File: config.mk
export PLATFORM = sky130hd
export DESIGN_NAME = ascon_deserializer_flat
export DESIGN_NICKNAME = d
export VERILOG_FILES = /design/src/rtl/ascon_deserializer_if.sv /design/src/rtl/ascon_deserializer.sv /design/src/flat_wrapper.sv
export SDC_FILE = /design/constraint.sdc
export NUM_CORES = 1
export LEC_CHECK = 0
export CAP_MARGIN = 20
export CORE_MARGIN = 2
export CORE_UTILIZATION = 40
export DETAILED_ROUTE_END_ITERATION = 6
export RECOVER_POWER = 50
export SLEW_MARGIN = 0
export SYNTH_ARGS = -nofsm -noshare
export SYNTH_HDL_FRONTEND = slang
export SYNTH_SLANG_ARGS = --single-unit
File: constraint.sdc
create_clock -name clk -period 5.1 [get_ports clk]
set_input_delay 0.765 -clock clk [delete_from_list [all_inputs] [get_ports clk]]
set_output_delay 0.765 -clock clk [all_outputs]
set_load 0.03 [all_outputs]
File: src/rtl/ascon_deserializer_if.sv
// Result-side handshake bundle of the Ascon serial capture stage.
// The deserializer drives the result (master); bus-side logic accepts it (slave).
interface ascon_deserializer_if #(
  parameter int Y = 200,
  parameter int T = 128
);
  logic         out_ready_i;
  logic [Y-1:0] out_data_o;
  logic [T-1:0] out_tag_o;
  logic         out_valid_o;
  logic         tag_ok_o;

  modport master (
    input  out_ready_i,
    output out_data_o, out_tag_o, out_valid_o, tag_ok_o
  );

  modport slave (
    output out_ready_i,
    input  out_data_o, out_tag_o, out_valid_o, tag_ok_o
  );
endinterface

File: src/rtl/ascon_deserializer.sv
// Captures the LSB-first payload/tag streams of the serial Ascon wrapper into
// parallel words, verifies the tag in decrypt mode and offers the result on valid/ready.
//
// state    | meaning
// IDLE     | waiting for core_ready_i rising; latch expected tag and mode
// SHIFT    | sampling one payload/tag bit per cycle, cnt = bit index
// DONE     | result held on out_valid_o until accepted
// WAIT_LOW | result taken while core_ready_i still high; wait for it to drop
module ascon_deserializer #(
  parameter int Y = 200,
  parameter int T = 128
) (
  input  logic         clk,
  input  logic         rst,
  input  logic         core_ready_i,
  input  logic         ser_data_i,
  input  logic         ser_tag_i,
  input  logic [T-1:0] exp_tag_i,
  input  logic         check_en_i,
  output logic         busy_o,
  output logic         abort_o,
  ascon_deserializer_if.master out_if
);
  localparam int N  = (Y > T) ? Y : T;
  localparam int CW = $clog2(N + 1);
  localparam logic [CW-1:0] LAST = CW'(N - 1);

  typedef enum logic [1:0] {IDLE, SHIFT, DONE, WAIT_LOW} state_t;

  state_t        state_q, state_d;
  logic [CW-1:0] cnt_q, cnt_d;
  logic [Y-1:0]  data_q, data_d, data_sh;
  logic [T-1:0]  tag_q, tag_d, tag_sh;
  logic [T-1:0]  exp_tag_q, exp_tag_d;
  logic          check_en_q, check_en_d;
  logic          tag_ok_q, tag_ok_d;
  logic          abort_q, abort_d;

  always_ff @(posedge clk) begin
    if (rst) begin
      state_q    <= IDLE;
      cnt_q      <= '0;
      data_q     <= '0;
      tag_q      <= '0;
      exp_tag_q  <= '0;
      check_en_q <= 1'b0;
      tag_ok_q   <= 1'b0;
      abort_q    <= 1'b0;
    end else begin
      state_q    <= state_d;
      cnt_q      <= cnt_d;
      data_q     <= data_d;
      tag_q      <= tag_d;
      exp_tag_q  <= exp_tag_d;
      check_en_q <= check_en_d;
      tag_ok_q   <= tag_ok_d;
      abort_q    <= abort_d;
    end
  end

  always_comb begin
    state_d    = state_q;
    cnt_d      = cnt_q;
    data_d     = data_q;
    tag_d      = tag_q;
    exp_tag_d  = exp_tag_q;
    check_en_d = check_en_q;
    tag_ok_d   = tag_ok_q;
    abort_d    = 1'b0;

    // Registers with this cycle's bit merged in; indices past Y/T never match.
    data_sh = data_q;
    tag_sh  = tag_q;
    for (int i = 0; i < Y; i++) begin
      if (cnt_q == CW'(i)) data_sh[i] = ser_data_i;
    end
    for (int i = 0; i < T; i++) begin
      if (cnt_q == CW'(i)) tag_sh[i] = ser_tag_i;
    end

    case (state_q)
      IDLE: begin
        if (core_ready_i) begin
          state_d    = SHIFT;
          cnt_d      = '0;
          exp_tag_d  = exp_tag_i;
          check_en_d = check_en_i;
          data_d     = '0;
          tag_d      = '0;
          tag_ok_d   = 1'b0;
        end
      end
      SHIFT: begin
        if (!core_ready_i) begin
          state_d = IDLE;
          cnt_d   = '0;
          data_d  = '0;
          tag_d   = '0;
          abort_d = 1'b1;
        end else begin
          cnt_d  = cnt_q + CW'(1);
          data_d = data_sh;
          tag_d  = tag_sh;
          if (cnt_q == LAST) begin
            state_d  = DONE;
            cnt_d    = '0;
            tag_ok_d = check_en_q && (tag_sh == exp_tag_q);
            // Plaintext is never released when authentication fails.
            if (check_en_q && (tag_sh != exp_tag_q)) data_d = '0;
          end
        end
      end
      DONE: begin
        if (out_if.out_ready_i) state_d = core_ready_i ? WAIT_LOW : IDLE;
      end
      WAIT_LOW: begin
        if (!core_ready_i) state_d = IDLE;
      end
      default: state_d = IDLE;
    endcase
  end

  assign out_if.out_data_o  = data_q;
  assign out_if.out_tag_o   = tag_q;
  assign out_if.out_valid_o = (state_q == DONE);
  assign out_if.tag_ok_o    = tag_ok_q;
  assign busy_o             = (state_q == SHIFT);
  assign abort_o            = abort_q;
endmodule

File: src/flat_wrapper.sv
// flat-port wrapper written by rule: the top's interface ports become plain ports
module ascon_deserializer_flat 
#(
  parameter int Y = 200,
  parameter int T = 128
)
  (clk, rst, core_ready_i, ser_data_i, ser_tag_i, exp_tag_i, check_en_i, busy_o, abort_o, out_if_out_ready_i, out_if_out_data_o, out_if_out_tag_o, out_if_out_valid_o, out_if_tag_ok_o);
  ascon_deserializer_if #(.Y(Y), .T(T)) out_if_i ();
  input  logic clk;
  input  logic rst;
  input  logic core_ready_i;
  input  logic ser_data_i;
  input  logic ser_tag_i;
  input  logic [T-1:0] exp_tag_i;
  input  logic check_en_i;
  output logic busy_o;
  output logic abort_o;
  input wire logic [$bits(out_if_i.out_ready_i)-1:0] out_if_out_ready_i;
  output wire logic [$bits(out_if_i.out_data_o)-1:0] out_if_out_data_o;
  output wire logic [$bits(out_if_i.out_tag_o)-1:0] out_if_out_tag_o;
  output wire logic [$bits(out_if_i.out_valid_o)-1:0] out_if_out_valid_o;
  output wire logic [$bits(out_if_i.tag_ok_o)-1:0] out_if_tag_ok_o;
  assign out_if_i.out_ready_i = out_if_out_ready_i;
  assign out_if_out_data_o = out_if_i.out_data_o;
  assign out_if_out_tag_o = out_if_i.out_tag_o;
  assign out_if_out_valid_o = out_if_i.out_valid_o;
  assign out_if_tag_ok_o = out_if_i.tag_ok_o;
  ascon_deserializer #(.Y(Y), .T(T)) u_core (.clk(clk), .rst(rst), .core_ready_i(core_ready_i), .ser_data_i(ser_data_i), .ser_tag_i(ser_tag_i), .exp_tag_i(exp_tag_i), .check_en_i(check_en_i), .busy_o(busy_o), .abort_o(abort_o), .out_if(out_if_i));
endmodule
==> run metrics, run 1 <==
core box area approximately 0.06 mm2; gpl congestion between 1 and 1.5; synth unique cells 83; Die H between 200 and 250 um; mux contribution to synthesized area approximately 1.5%; max_cap viols 5; Simple-Gate Fraction of Synth Area around 22%; Crit path buffers/inverters 5; Die ar. approximately 0.061 mm2; H-tree Lvls 2; FMAX 199 MHz; Final Setup Violations 0; Post-Synthesis Cells between 3k and 4k; Leak Pwr approximately 12 nW; GRT Overall Usage 45.2%; CTS tree done; xor/xnor cell area share of the yosys netlist just over 2%; Top FF cell, synth dfxtp_1; crit-path cells buf_4, and4bb_2, nand2_1, buf_4, a31oi_1, o21ai_0, or4_1, nor4_4, buf_4, nand3_1, o21ai_4, buf_12, buf_4, a21oi_1, o32ai_1; DIE WIDTH approximately 250 um; hold-fix buffers at CTS 0; pre-CTS WS -0.396 ns; remaining antenna violation count 0; total grt overflow 0; crit share post-route 98.4%; most instantiated cells after synthesis 533 x nand2_1, 469 x dfxtp_1, 322 x a21oi_1; 1st-iter DRT viols ~4.0k; Setup CP Type flip-flop to flip-flop; Hold Path Stages 2; Max clock buf depth 3; synthesized area around 0.024 mm2; largest family of logic cells by synthesized area compound AO/OA/AOI/OAI gates; crit path time final around 5.0 ns; final hold violation count 0; critical path's top delay family simple AND/OR/NAND/NOR gates; register area share after synthesis around two fifths; Worst Tran Pin Value around 2.1 ns; initial core utilization 40.2%; CP startpoint kind flip-flop; Synth Area in Compound Gates roughly 28%; Post-synth EDFFs 0; Avg Inst Size Synth around 7.5 um2; final core occ 54.7%; sum of negative setup slack 0 ns; clock slew at reported path FFs around 0.060 ns; # IOs ~470; vias in the first global route about 26k; CTS Sinks roughly 470; area leader, netlist dfxtp_1; worst min path class flip-flop to flip-flop; Synth Area in Adders 0.265%; Crit. End Element flip-flop; Num CTS Buffers 51; drt pass-1 iters 7; Net Count, Synth between 3k and 4k; VDD IR-drop max ~300 uV; Root Buffer Master clkbuf_16; wire length of the first global-routing pass around 200000 um; largest net degree at the start of global routing 130; clk_skew ~0.030 ns; post-CTS setup buffers 0; FP Rows 89; Synth async-reset ratio 0%; initial antenna violation count 8; reg2reg path depth 15; failing checks capacitance limit, slew limit; crit-path max cell delay about 0.64 ns; r2r setup slk 0.08 ns; proportion of layout cells with a drive suffix above 1 ~11%; Synth area leaders dfxtp_1 40%, nand2_1 8.5%, a21oi_1 6.8%, o21ai_0 6.0%, o22ai_1 4.5%; RSZ-0062 raised after global routing false; placed wire-length estimate 106000 um; Area Overhead vs Synth 35.9%; WP data required ~5.6 ns; routed len/inst 32.2 um; drt total wl 143000 um; endpoint arrival time on the critical path 5.51 ns; pins over their slew limit 333; # nets final approximately 3.8k; count leader, synth nand2_1; Rel. slew slack -40.8%; Setup WS post-layout about 0.079 ns; flops & latches, synth 469; CP Depth 15; Avg Vias per Cell around 6.4; DRC 0; slowest stage cell, crit path and4bb_2; PD cells around 270 mW/mm2; outcome finished, violations left; Crit path top cell by count buf_4; Clock Latency Late Sink 0.62 ns; CP max FO 21; Yosys top cell area share between 30 and 40%; Via Count approximately 29k; Port Buffers 466; Synth Warn # 0
## tightest hold or removal path, cell delays in order, from the launching register on
cell and delay, ns:
dfxtp_1 0.30, nand2_1 0.05, o22ai_1 0.05
## cells by family (layout without fill, tap and decap cells)
| family | count (synthesis) | count (layout) |
|---|---|---|
| AND/OR/NAND/NOR | 1123 | 1123 |
| AO/OA/AOI/OAI | 1069 | 1069 |
| flip-flops | 469 | 469 |
| buffers and inverters | 377 | 902 |
| XOR/XNOR | 55 | 55 |
| multiplexers | 35 | 35 |
| adder cells (fa/ha/maj) | 5 | 5 |
| other | 0 | 5 |
## metrics by stage
step                      cell area [um2]  hold slack (ns)  std cells  total power, mW
after global placement              30300            0.451       4337             4.70
after CTS                           32100            0.458       4430             8.51
final                               32100            0.452       4436             8.54
after detailed placement            30300            0.450       4337             4.71
after floorplan                     23600            0.441       3133             4.28
after global routing                32100            0.486       4431             8.72
## where the power goes
part           switching (mW)  internal, mW
sequential              0.130          3.72
combinational           0.502         0.315
clock                    1.65          2.23
## per-layer routing
| metal | part of all wire (%) | global-route usage [%] |
|---|---|---|
| met4 | 6.6 | 25.1 |
| met5 | 0.027 | 0 |
| met1 | 40 | 59.5 |
| met3 | 10 | 9.15 |
| met2 | 44 | 69.0 |
## placed cells by master (no fill, tap or decap), types with 16 or more instances in the layout
master and instances:
mux2i_1 35, xor2_1 22, o21ai_0 280, nand2_1 532, dlygate4sd3_1 297, or4_1 17, nand4_1 46, clkbuf_16 52
nor3b_1 19, nor2b_1 27, clkdlybuf4s50_1 167, o32ai_1 43, inv_1 64, nor4_1 43, buf_4 254, o2111ai_1 17
xnor2_1 33, nand2b_1 27, a21oi_1 322, a31oi_1 16, buf_12 18, dfxtp_1 466, a22oi_1 119, o22ai_1 171
nor3_1 17, nor2_1 256, nand3_1 49
## final timing paths
check | from | to
hold / removal | u_core.out_if.out_data_o[191] | u_core.out_if.out_data_o[191]
setup / recovery | u_core.cnt_q[7] | u_core.out_if.out_data_o[7]
setup reg to reg | u_core.cnt_q[7] | u_core.out_if.out_data_o[7]
hold reg to reg | u_core.out_if.out_data_o[191] | u_core.out_if.out_data_o[191]
## flip-flops by register name, summed over array words and instances (netlist names)
register and cells:
u_core.abort_o 1, u_core.exp_tag_q 128, u_core.cnt_q 8, u_core.check_en_q 1
u_core.out_if.tag_ok_o 1, u_core.out_if.out_tag_o 128, u_core.out_if.out_data_o 200, u_core.state_q 2
## layout make-up
| cell class | count | area (um2) |
|---|---|---|
| inverter | 66 | 250 |
| tap | 773 | 967 |
| clock inverter | 20 | 236 |
| clock buffer | 73 | 1480 |
| antenna | 5 | 12.5 |
| multi-input combinational | 2287 | 12800 |
| fill | 5344 | 26600 |
| timing repair buffer | 743 | 6970 |
| sequential | 469 | 9390 |
## timing repair
item                                   in CTS  in global routing
cloned                                      0                  0
gates resized for setup                     2                  5
setup endpoints to repair                 201                187
endpoints found under the hold margin       0                  0
Power figures use the tool's default switching activity.
==> run 2: changes to the inputs <==
--- a/config.mk
+++ b/config.mk
@@ -6,5 +6,4 @@
 export NUM_CORES = 1
 export LEC_CHECK = 0
-export CAP_MARGIN = 20
 export CORE_MARGIN = 2
 export CORE_UTILIZATION = 40
==> constraint.sdc (replaced) <==
create_clock -name clk -period 5.65 [get_ports clk]
set_input_delay 0.8475 -clock clk [delete_from_list [all_inputs] [get_ports clk]]
set_output_delay 0.8475 -clock clk [all_outputs]
set_load 0.05 [all_outputs]
==> run 2 against run 1 <==
Effect of this change: cell count down 1.7%; fmax down 11%; register-to-register slack worse by 0.05 ns; clock skew up 0.0016 ns; the run still ends with capacitance limit, slew limit left; total power down 11%; combinational power down 11%; hold slack better by 0.016 ns; sequential share of layout area up 0.71 points; global-route usage up 0.24 points; setup slack worse by 0.055 ns; first-iteration DRC count down 5.2%.
==> run metrics, run 2 (synthesis results as in run 1) <==
outcome finished, violations left (unchanged); failing checks capacitance limit, slew limit (unchanged); wire length of the first global-routing pass 198000 um (was 197000 um); FP Rows 89 (unchanged); Die H 247 um (unchanged); RSZ-0062 raised after global routing false (unchanged); H-tree Lvls 2 (unchanged); max FFs per register 200 (unchanged); PD cells 242 mW/mm2 (was 266 mW/mm2); initial antenna violation count 10 (was 8); cts repair resizes 0 (was 2); CTS Sinks 469 (unchanged); Port Buffers 466 (unchanged); pre-CTS WS 0.320 ns (was -0.396 ns); # IOs 467 (unchanged); r2r setup slk 0.02 ns (was 0.08 ns); max_cap viols 3 (was 5); Setup WS post-layout 0.0247 ns (was 0.0793 ns); Crit. End Element flip-flop (unchanged); post-CTS setup buffers 0 (unchanged); Clock Latency Late Sink 0.63 ns (was 0.62 ns); largest net degree at the start of global routing 135 (was 130); Avg Vias per Cell 6.50 (was 6.45); multi-input logic area 0.0127 mm2 (was 0.0128 mm2); Worst Tran Pin Value 3.10 ns (was 2.11 ns); commonest non-fill, non-tap cells in the layout 532 x nand2_1, 469 x dfxtp_1, 322 x a21oi_1 (was 532 x nand2_1, 466 x dfxtp_1, 322 x a21oi_1); GRT Overall Usage 45.4% (was 45.2%); Die ar. 0.0610 mm2 (unchanged); drt total wl 143000 um (about the same); Comb pwr share 9.6% (about the same); WP data required 6.18 ns (was 5.59 ns); clock share of power 44.6% (was 45.3%); Reg power frac 45.9% (was 45.1%); Fillers 5414 (was 5344); Rel. slew slack -106% (was -40.8%); Area Overhead vs Synth 32.7% (was 35.9%); P_sw 2.03 mW (was 2.28 mW); FF-to-FF End u_core.out_if.out_data_o[73] (was u_core.out_if.out_data_o[7]); P_int 5.54 mW (was 6.26 mW); CTS tree done (unchanged); drt pass-1 iters 6 (was 7); worst r2r src u_core.cnt_q[3] (was u_core.cnt_q[7]); gpl congestion 1.02 (was 1.06); # nets final 3688 (was 3758); Hold Path Stages 2 (unchanged); Num CTS Buffers 49 (was 51); hold-fix buffers at CTS 0 (unchanged); remaining antenna violation count 0 (unchanged); storage element area 0.00939 mm2 (about the same); CP max FO 49 (was 21); Via Count 28.4k (was 28.6k); worst min path class flip-flop to flip-flop (unchanged); routed len/inst 32.7 um (was 32.2 um); Leak Pwr 11.4 nW (was 11.8 nW); commonest non-fill, non-tap cell in the layout nand2_1 (unchanged); sum of negative setup slack 0 ns (unchanged); endpoint arrival time on the critical path 6.15 ns (was 5.51 ns); sw frac 26.8% (was 26.7%); Hold Path Sink u_core.out_if.out_data_o[1] (was u_core.out_if.out_data_o[191]); VDD IR-drop max 248 uV (was 299 uV); core box area 0.0587 mm2 (unchanged); DRC 0 (unchanged); final hold violation count 0 (unchanged); Setup CP Type flip-flop to flip-flop (unchanged); FMAX 178 MHz (was 199 MHz); CP startpoint kind flip-flop (unchanged); vias in the first global route 26.2k (was 26.1k); pins over their slew limit 173 (was 333); total grt overflow 0 (unchanged); Max clock buf depth 3 (unchanged); Final Setup Violations 0 (unchanged); reg2reg path depth 14 (was 15); 1st-iter DRT viols 3757 (was 3962); proportion of layout cells with a drive suffix above 1 9.09% (was 11.2%); DIE WIDTH 247 um (unchanged); Pwr Total 7.57 mW (was 8.54 mW); clk_skew 0.0318 ns (was 0.0302 ns); crit share post-route 99.6% (was 98.4%); initial core utilization 40.2% (unchanged); placed wire-length estimate 107000 um (was 106000 um); crit path time final 5.63 ns (was 5.02 ns); HP Start u_core.out_if.out_data_o[1] (was u_core.out_if.out_data_o[191]); clock slew at reported path FFs 0.07 ns (was 0.06 ns); Root Buffer Master clkbuf_16 (unchanged)
## run 2: changes by cell type in the layout (fill, tap and decap cells not counted), moves of 3 or more
cell and delta:
clkdlybuf4s50_1 -18, dfxtp_1 +3, dfxtp_2 -3, clkbuf_1 +3, clkbuf_2 -4, dlygate4sd3_1 +18
buf_4 -56, diode_2 -4, buf_12 -11
## run 2: area by class of cell
class | instances | share of cell area [%]
Sequential cell | 469 | 30.0
Antenna cell | 1 | 0.00799
Multi-Input combinational cell | 2287 | 40.7
Clock buffer | 71 | 4.57
Inverter | 66 | 0.799
Timing Repair Buffer | 675 | 20.1
Clock inverter | 18 | 0.687
Tap cell | 773 | 3.09
## run 2: how the worst max path moves through the flow
stage | startpoint | end | cells past startpoint
2_1_floorplan | ser_tag_i | u_core.out_if.out_data_o[160] | 14
3_3_place_gp | u_core.cnt_q[3] | u_core.out_if.out_data_o[68] | 14
3_5_place_dp | u_core.cnt_q[0] | u_core.out_if.out_data_o[159] | 16
4_1_cts | u_core.cnt_q[0] | u_core.out_if.out_data_o[159] | 16
5_1_grt | u_core.cnt_q[3] | u_core.out_if.out_data_o[73] | 14
6_report | u_core.cnt_q[3] | u_core.out_if.out_data_o[73] | 14
## run 2: critical path, cell delays in order (launching register included)
cell       delay, ns
dfxtp_1         1.05
and3b_1         1.06
a21oi_1         0.35
a2111oi_2       0.39
o2111ai_1       0.35
or4_1           0.59
nor4_1          0.28
buf_4           0.17
nand4_2         0.09
buf_4           0.20
o21ai_4         0.18
buf_12          0.17
buf_12          0.24
a21oi_1         0.12
o22ai_1         0.24
## run 2: power by group through the flow
stage	Clock, mW	Sequential [mW]	Combinational (mW)
2_1_floorplan	0	3.47	0.391
3_3_place_gp	0	3.54	0.689
3_5_place_dp	0	3.54	0.698
4_1_cts	3.38	3.46	0.701
5_1_grt	3.50	3.47	0.764
6_report	3.37	3.47	0.724
## run 2: layer usage
layer / GRT usage [%] / share of wire (%) / up-vias / wire (um)
li1: - / - / 12100 / -
met1: 59.1 / 39 / 13700 / 56200
met2: 69.2 / 43 / 2059 / 61900
met3: 10.7 / 10 / 426 / 15000
met4: 25.0 / 6.7 / 10 / 9590
met5: 0 / 0.071 / - / 102
## run 2: metrics by stage
stage               utilization (%)  std cells  hold slack, ns  cell area, um2
floorplan                         -       3133           0.441           23600
global placement               50.6       4270           0.456           29700
detailed placement             50.6       4270           0.461           29700
CTS                            53.4       4359           0.469           31300
global route                   53.3       4359           0.487           31300
finish                         53.3       4360           0.468           31300
